### src/rtl/bulls_cows_engine.sv
// Digit-guessing (xAyB) game engine: secret/guess entry with reject and undo,
// a one-slot-per-cycle scorer, a turn limit and acknowledge-gated result states.
module bulls_cows_engine #(
   parameter int DIGITS    = 4,
   parameter int BASE      = 10,
   parameter int MAX_TURNS = 5,
   parameter int UNIQUE    = 1,
   parameter int DW        = $clog2(BASE + 1)
) (
   input  logic                        CLK,
   input  logic                        RESET_N,
   input  logic                        enter_pulse,
   input  logic                        undo_pulse,
   input  logic                        ack_pulse,
   input  logic [DW-1:0]               digit_in,
   input  logic                        digit_valid,
   input  logic [DW-1:0]               rand_in,
   output logic [DIGITS*DW-1:0]        secret_flat,
   output logic [DIGITS*DW-1:0]        guess_flat,
   output logic [$clog2(DIGITS)-1:0]   cursor,
   output logic [3:0]                  turn_count,
   output logic [$clog2(DIGITS+1)-1:0] count_a,
   output logic [$clog2(DIGITS+1)-1:0] count_b,
   output logic [DIGITS-1:0]           hit_mask,
   output logic [DIGITS-1:0]           near_mask,
   output logic                        score_valid,
   output logic                        reject,
   output logic                        st_setup,
   output logic                        st_guess,
   output logic                        st_result,
   output logic                        st_win,
   output logic                        st_lose
);
   localparam int CW = $clog2(DIGITS);
   localparam int NW = $clog2(DIGITS + 1);
   localparam logic [DW-1:0] BLANK  = '1;
   localparam logic [DW-1:0] BASE_D = DW'(BASE);
   localparam logic [CW-1:0] LAST   = CW'(DIGITS - 1);
   localparam logic [CW-1:0] ONE_C  = CW'(1);
   localparam logic [NW-1:0] ALL    = NW'(DIGITS);
   localparam logic [3:0]    TURNS  = 4'(MAX_TURNS);

   typedef enum logic [2:0] {S_SETUP, S_GUESS, S_SCORE, S_RESULT, S_WIN, S_LOSE} state_t;
   state_t state, state_next;

   logic [DW-1:0] secret [DIGITS];
   logic [DW-1:0] guess  [DIGITS];
   logic [CW-1:0] score_idx;

   logic          in_setup, entry, have_cand, dup, cand_ok;
   logic [DW-1:0] cand;
   logic          do_undo, do_enter, do_reject, do_ack, score_last;
   logic          hit_j, near_j;
   logic [NW-1:0] count_a_next, count_b_next;
   logic [DIGITS-1:0] hit_mask_next, near_mask_next;

   for (genvar i = 0; i < DIGITS; i++) begin : g_pack
      assign secret_flat[i*DW +: DW] = secret[i];
      assign guess_flat[i*DW +: DW]  = guess[i];
   end

   // A blank slot can never match an accepted candidate: blank is >= BASE.
   always_comb begin
      in_setup  = (state == S_SETUP);
      entry     = in_setup || (state == S_GUESS);
      have_cand = digit_valid || in_setup;
      cand      = digit_valid ? digit_in : rand_in;
      dup       = 1'b0;
      for (int i = 0; i < DIGITS; i++) begin
         if (UNIQUE != 0 && ((in_setup && secret[i] == cand) || (!in_setup && guess[i] == cand)))
            dup = 1'b1;
      end
      cand_ok   = have_cand && (cand < BASE_D) && !dup;
      do_undo   = entry && undo_pulse;
      do_enter  = entry && enter_pulse && !undo_pulse && cand_ok;
      do_reject = entry && enter_pulse && !undo_pulse && !cand_ok;
      do_ack    = ack_pulse && (state == S_RESULT || state == S_WIN || state == S_LOSE);
   end

   always_comb begin
      hit_j  = (guess[score_idx] == secret[score_idx]);
      near_j = 1'b0;
      for (int k = 0; k < DIGITS; k++) begin
         if (CW'(k) != score_idx && guess[score_idx] == secret[k])
            near_j = 1'b1;
      end
      if (hit_j)
         near_j = 1'b0;
      score_last = (score_idx == LAST);
      // Slot 0 restarts the accumulation so the previous score is held until now.
      if (score_idx == '0) begin
         count_a_next   = NW'(hit_j);
         count_b_next   = NW'(near_j);
         hit_mask_next  = '0;
         near_mask_next = '0;
      end else begin
         count_a_next   = count_a + NW'(hit_j);
         count_b_next   = count_b + NW'(near_j);
         hit_mask_next  = hit_mask;
         near_mask_next = near_mask;
      end
      hit_mask_next[score_idx]  = hit_j;
      near_mask_next[score_idx] = near_j;
   end

   always_comb begin
      state_next = state;
      case (state)
         S_SETUP:  if (do_enter && cursor == LAST) state_next = S_GUESS;
         S_GUESS:  if (do_enter && cursor == LAST) state_next = S_SCORE;
         S_SCORE:  if (score_last) begin
                      if (count_a_next == ALL)       state_next = S_WIN;
                      else if (turn_count == TURNS)  state_next = S_LOSE;
                      else                           state_next = S_RESULT;
                   end
         S_RESULT: if (do_ack) state_next = S_GUESS;
         S_WIN,
         S_LOSE:   if (do_ack) state_next = S_SETUP;
         default:  state_next = S_SETUP;
      endcase
   end

   always_ff @(posedge CLK or negedge RESET_N) begin
      if (!RESET_N) begin
         state     <= S_SETUP;
         st_setup  <= 1'b1;
         st_guess  <= 1'b0;
         st_result <= 1'b0;
         st_win    <= 1'b0;
         st_lose   <= 1'b0;
      end else begin
         state     <= state_next;
         st_setup  <= (state_next == S_SETUP);
         st_guess  <= (state_next == S_GUESS);
         st_result <= (state_next == S_RESULT);
         st_win    <= (state_next == S_WIN);
         st_lose   <= (state_next == S_LOSE);
      end
   end

   always_ff @(posedge CLK or negedge RESET_N) begin
      if (!RESET_N) begin
         for (int i = 0; i < DIGITS; i++) begin
            secret[i] <= BLANK;
            guess[i]  <= BLANK;
         end
         cursor      <= '0;
         turn_count  <= '0;
         count_a     <= '0;
         count_b     <= '0;
         hit_mask    <= '0;
         near_mask   <= '0;
         score_idx   <= '0;
         score_valid <= 1'b0;
         reject      <= 1'b0;
      end else begin
         score_valid <= 1'b0;
         reject      <= do_reject;
         if (do_undo && cursor != '0) begin
            cursor <= cursor - ONE_C;
            if (in_setup) secret[cursor - ONE_C] <= BLANK;
            else          guess[cursor - ONE_C]  <= BLANK;
         end
         if (do_enter) begin
            if (in_setup) secret[cursor] <= cand;
            else          guess[cursor]  <= cand;
            if (cursor == LAST) begin
               cursor    <= '0;
               score_idx <= '0;
               if (in_setup) begin
                  for (int i = 0; i < DIGITS; i++) guess[i] <= BLANK;
               end else begin
                  turn_count <= turn_count + 4'd1;
               end
            end else begin
               cursor <= cursor + ONE_C;
            end
         end
         if (state == S_SCORE) begin
            score_idx   <= score_idx + ONE_C;
            count_a     <= count_a_next;
            count_b     <= count_b_next;
            hit_mask    <= hit_mask_next;
            near_mask   <= near_mask_next;
            score_valid <= score_last;
         end
         if (do_ack) begin
            cursor <= '0;
            for (int i = 0; i < DIGITS; i++) guess[i] <= BLANK;
            if (state != S_RESULT) begin
               for (int i = 0; i < DIGITS; i++) secret[i] <= BLANK;
               turn_count <= '0;
               count_a    <= '0;
               count_b    <= '0;
               hit_mask   <= '0;
               near_mask  <= '0;
            end
         end
      end
   end
endmodule
### config.mk
export PLATFORM = sky130hd
export DESIGN_NAME = bulls_cows_engine
export DESIGN_NICKNAME = d
export VERILOG_FILES = /design/src/rtl/bulls_cows_engine.sv
export SDC_FILE = /design/constraint.sdc
export NUM_CORES = 1
export LEC_CHECK = 0
export ABC_AREA = 1
export CORE_ASPECT_RATIO = 0.9
export CORE_UTILIZATION = 38
export DETAILED_ROUTE_END_ITERATION = 16
export SYNTH_ARGS = -nofsm -noshare
export SYNTH_HDL_FRONTEND = slang
export SYNTH_SLANG_ARGS = --single-unit
export TNS_END_PERCENT = 5
### constraint.sdc
create_clock -name CLK -period 3.41 [get_ports CLK]
set_clock_uncertainty 0.15 [all_clocks]
set_input_delay 0.341 -clock CLK [delete_from_list [all_inputs] [get_ports CLK]]
set_output_delay 0.341 -clock CLK [all_outputs]
set_load 0.05 [all_outputs]
; ---- After elaboration in Yosys (flattened, before gate mapping)
; Index checks and enable logic that the tools add are counted.
[totals]
output_inout_bits = 59
register_bits = 64
inputBits = 14
elab_cells = 195
[op_classes]
n_reduce_logical = 47
n_bitwise = 5
magnitude_cmp = 8
muxes = 76
addsub = 6
n_eq_ne = 30
[ops]
columns = cell, n
row1 = $mux W16, 13
row2 = $mux W4, 20
row3 = $eq A4 B4 Y1, 13
row4 = $mux W3, 15
row5 = $bwmux W16, 2
row6 = $or A16 B16 Y16, 2
row7 = $logic_and A1 B1 Y1, 25
row8 = $bmux W4 S2, 2
row9 = $demux W4 S2, 2
row10 = $eq A3 B3 Y1 const B, 5
row11 = $pmux W3 S5, 1
row12 = $mux W2, 7
row13 = $mux W1, 11
row14 = $eq A3 B2 Y1 const B, 3
row15 = $ge A3 B3 Y1 const B, 3
row16 = $not A2 Y3, 3
row17 = $bwmux W4, 2
row18 = $logic_or A1 B1 Y1, 8
row19 = $reduce_bool A2 Y1, 4
row20 = $add A3 B1 Y3, 2
row21 = $eq A3 B1 Y1 const B, 2
row22 = $logic_not A3 Y1, 2
row23 = $lt A3 B1 Y1 const B, 2
row24 = $add A2 B1 Y2 const B, 2
row25 = 16 further kinds, 21

; ---- Depth between registers and ports, before layout
[logic_depth]
ltp_word = 16
depth_mapped = 24
depth_no_buf = 22

; ---- Least setup slack after synthesis
; No wires, ideal clock.
[synth_timing]
path_kind = reg-to-reg
from = register guess, in the netlist guess_flat[4]
to = register st_lose
arrival_ns = 2.379
path_stages_with_launch = 19
n_path_buf = 0
setup_time_ns = 0.123
required_time_ns = 3.137
period_less_slack_ns = 2.652
setup_slack_ns = 0.758
path_cell_list = dfstp_2 -> nand2_1 -> nand3_1 -> nand2_1 -> nand2_1 -> nand2_1 -> nand2_1 -> inv_2 -> nand2_4 -> nor2_1 -> ha_1 -> a21oi_1 -> o21ai_0 -> nor2_1 -> nand3_2 -> a21oi_1 -> nand3_2 -> nand3_1 -> nor2_1
[synth_between]
elab_chain_cells = 13
word_cells_on_any_way = 23
cone_classes = add/sub: 1 / eq/ne: 4 / mux: 12 / reduce/logical: 6
[synth_rtl]
columns = item, line
row1 = from (decl), 47  ; logic [DW-1:0] guess [DIGITS];
row2 = "from (signal, indexed assignment)", 166  ; else guess[cursor] <= cand;
row3 = "parallel branches: the longest is 11 deep, another holds $add A3 B1 Y3", --
row4 = $pmux W3 S5 *, 108  ; case (state)
row5 = net state_next[0], 44  ; state_t state, state_next;
row6 = $eq A3 B3 Y1 *, 137  ; st_lose <= (state_next == S_LOSE);
row7 = to (signal assigned), 137
row8 = to (decl), 32  ; output logic st_lose
; Mark *: on every way through the listed nets, which the timed path passes. The select of a mux whose other input is x is not followed.
; A chain may end at the register's enable or synchronous reset.

; ---- Worst setup path in the final report
[layout_timing]
from = register score_idx[0]
to = register st_lose
[layout_between]
elab_chain_cells = 12
word_cells_on_any_way = 17
cone_classes = add/sub: 1 / eq/ne: 4 / mux: 10 / bitwise: 1 / reduce/logical: 1
[layout_rtl]
columns = item, line
row1 = from (decl), 48  ; logic [CW-1:0] score_idx;
row2 = from (signal assigned), 180  ; score_idx <= score_idx + ONE_C;
row3 = $not A2 Y3 (not written as such), 81  ; hit_j = (guess[score_idx] == secret[score_idx]);
row4 = $bmux W4 S2, 81
row5 = $mux W4 (not written as such) (2 in a row), 81
row6 = $eq A4 B4 Y1, 81
row7 = $add A3 B1 Y3, 97  ; count_a_next = count_a + NW'(hit_j);
row8 = $mux W3, 91  ; if (score_idx == '0) begin
row9 = $eq A3 B3 Y1, 112  ; if (count_a_next == ALL) state_next = S_WIN;
row10 = $mux W3, 112
row11 = $mux W3 *, 111  ; S_SCORE: if (score_last) begin
row12 = $pmux W3 S5 *, 108
row13 = net state_next[0], 44
row14 = $eq A3 B3 Y1 *, 137
; The timed path passes the listed nets; every way through them passes the cells marked *. The select of a mux whose other input is x is not followed.

==> summary.txt <==
total track usage = 25.45%
required time worst endpoint = 3.48 ns
DP HPWL = 11.65 mm
clk sink count = 64
Synth Instances = 723
FP Rows = 38
Primary FF master, synth = dfstp_2
Crit path largest cell delay = 0.49 ns
DR iter-0 viols = 459
#FFs+latches synth = 64
Area growth, synth to finish = 25.84%
register area share after synthesis = 34.52%
vias in the first global route = 4651
fin crit share = 89.31%
routed vias = 5089
cell leakage power = 0.003143 uW
nets = 831
ANT nets after route = 0
WL final = 15.66 mm
Pwr Total = 6527 uW
Via density = 5.252
largest net degree at the start of global routing = 33
# setup viols final = 0
Post-CTS Setup Repair Bufs = 0
Crit path depth = 18
Arrival @ worst endpoint = 3.12 ns
RSZ-0062 raised after global routing = false
# port buffers = 72
status = finished, final reports clean
slowest cell on the critical path = dfrtp_2
DR WL/cell = 16.16 microns
CP bufs+invs = 1
clock-pin slew on the worst setup and hold paths = 0.05 ns
Longest Clk Path Bufs = 2
max_cap viols = 0
Setup TNS = 0 ns
CP Cell Sequence = inv_4, nand2_1, nand3_1, nand2_1, nand3_1, nand2_1, nor2_4, nand2_4, nor2_1, ha_1, a21oi_1, o21ai_0, nor2_1, nand3_2, a21oi_1, nand3_2, nand3_1, nor2_1
placed insts = 952
Max VDD drop = 476.8 uV
Worst Tran Pin Value = 0.7301 ns
Pwr Density = 1090 nW/um^2
CTS root buf = clkbuf_16
Ant. Diodes = 0
Fmax = 328.4 MHz
GPL Wtd Cong = 0.9623
clk_lat worst skew = 0.34 ns
WHS Endpoint = hit_mask[0]$_DFF_PN0_
DRT Pass-1 Iters = 5
die width = 120.0 microns
CP top delay family = simple AND/OR/NAND/NOR gates
Non-Filler Instances = 969
antenna violations before repair = 0
core area = 12120 sq um
RR Startpoint = score_idx[0]$_DFFE_PN0P_
Slew HR = 51.33%
IO Pins = 73
Max Slew Vio Count = 0
Post-Syn Nets = 750
design area = 5989 sq um
path type of the worst setup path = flop to flop
asr flop ratio synth = 100.0%
flop2flop setup slack = 0.36 ns
critical path endpoint category = flop
Hold Path Depth = 2
Hold Vio Cnt, Final = 0
first-pass GRT wire length = 25.24 mm
worst hold start = hit_mask[0]$_DFF_PN0_
Synth area leader = nand2_1
aggregate global routing overflow = 0
Yosys top cell area share = 22.32%
layout cells sized above 1 = 12.24%
post-synthesis cell type count = 37
CTS HTree Levels = 3
Post-Syn Area = 4760 sq um
R2R depth = 18
Yosys warnings = 0
Area contributors post-synth = nand2_1, dfstp_2, dfrtp_1
Post-synth EDFFs = 0
Worst Path Max Fanout = 18
DRC errors left = 0
DIE HEIGHT = 108.2 microns
Mapped Avg Cell Area = 6.583 sq um
die area = 12980 sq um
worst hold path class = flop to flop
Setup crit start kind = flop
initial core utilization = 39.26%
placed inst area = 5668 sq um
worst r2r dst = st_lose$_DFF_PN0_
post-layout min period = 3.045 ns
CTS Buf Count = 9
TritonCTS clock tree = yes
-- flip-flops by register name, indices dropped and copies added, names as in the netlist --
signal       count
score_idx        2
reject           1
cursor           2
st_result        1
secret_flat     16
score_valid      1
guess_flat      16
count_a          3
count_b          3
st_setup         1
near_mask        4
st_lose          1
st_win           1
state            3
turn_count       4
hit_mask         4
st_guess         1
-- tightest hold or removal path: cells and delay by family (launching register included) --
family / cells / cell delay [ns]
DFF: 1 / 0.34
and+or+nand+nor: 1 / 0.07
AOI/OAI and AO/OA: 1 / 0.07
-- metrics by stage --
stage          hold WS, ns  setup slack, ns  util [%]
6_report            0.3751           0.3646     49.40
4_1_cts             0.3825           0.2490     49.39
2_1_floorplan      -0.1046           0.7583         -
3_5_place_dp        0.2917           0.2212     46.75
3_3_place_gp        0.2856           0.2434     46.75
5_1_grt             0.3960          0.07917     49.40
-- cells in the mapped netlist (6+ instances only) --
cell      instances
a21oi_1          33
nand4_1          15
inv_1            78
nor2_1           42
ha_1             13
o21ai_0          37
nand2_1         283
buf_6             6
nor3_1           13
dfrtp_1          31
o211ai_1         15
buf_4             6
nand3_1          58
nand2_2          11
xor2_1            7
buf_2             6
dfstp_2          33
-- area by class of cell --
type	count	area (sq um)
repair buffers	94	883.3
inverters	84	325.3
flip-flops and latches	64	1644
clock buffers	12	256.5
clock inverters	4	53.80
multi-input cells	551	2626
well taps	160	200.2
fillers	1222	6135
-- report_power, final --
| group | leakage [uW] | internal, uW | switching (uW) | total [uW] |
|---|---|---|---|---|
| combinational | 0.00225 | 1300 | 2700 | 4000 |
| sequential | 0.000749 | 1160 | 403 | 1570 |
| clock | 0.000145 | 607 | 354 | 961 |
-- routing by layer --
layer  up-vias  wire length (microns)  GRT usage (%)
met5         -                      0              0
met1      2374                   7425          36.81
met4         0                    203          6.696
li1       2493                      -              -
met3        17                   1133          5.591
met2       205                   6897          38.05
-- layout by cell type, fill, tap and decap left out, drive strengths merged --
cell,instances
a31oi,1
nor3,14
dlygate4sd3,1
nor2,45
buf,22
clkdlybuf4s50,71
ha,13
o21ai,39
bufinv,1
clkbuf,12
o22ai,5
or2,1
o211ai,15
nand4,16
o2111ai,1
dfrtp,31
nand3,64
dfstp,33
a21oi,33
nor4,1
nand3b,1
nand2,295
xor2,7
clkinvlp,2
inv,83
clkinv,2
-- what timing repair did --
action	in CTS	in global routing
gates resized for setup	0	1
hold buffers	1	0
endpoints found under the setup margin	0	5
hold endpoints to repair	21	0
-- cells by family (layout without fill, tap and decap cells) --
family | after synthesis | in the layout | share of synthesized area (%)
flops | 64 | 64 | 34.52
simple gates | 437 | 437 | 39.56
fa+ha+maj | 13 | 13 | 3.418
buf+inv | 108 | 194 | 10.30
xor+xnor | 7 | 7 | 1.288
compound gates | 94 | 94 | 10.91
-- how the worst max path moves through the flow --
| stage | from | to | slack, ns |
|---|---|---|---|
| 3_5_place_dp | digit_valid | cursor[1]$_DFFE_PN0P_ | 0.22 |
| 4_1_cts | score_idx[0]$_DFFE_PN0P_ | st_lose$_DFF_PN0_ | 0.25 |
| 6_report | score_idx[0]$_DFFE_PN0P_ | st_lose$_DFF_PN0_ | 0.36 |
| 3_3_place_gp | digit_valid | cursor[0]$_DFFE_PN0P_ | 0.24 |
| 2_1_floorplan | guess_flat[4]$_DFF_PN1_ | st_lose$_DFF_PN0_ | 0.76 |
| 5_1_grt | score_idx[0]$_DFFE_PN0P_ | st_win$_DFF_PN0_ | 0.08 |
Power figures use the tool's default switching activity.
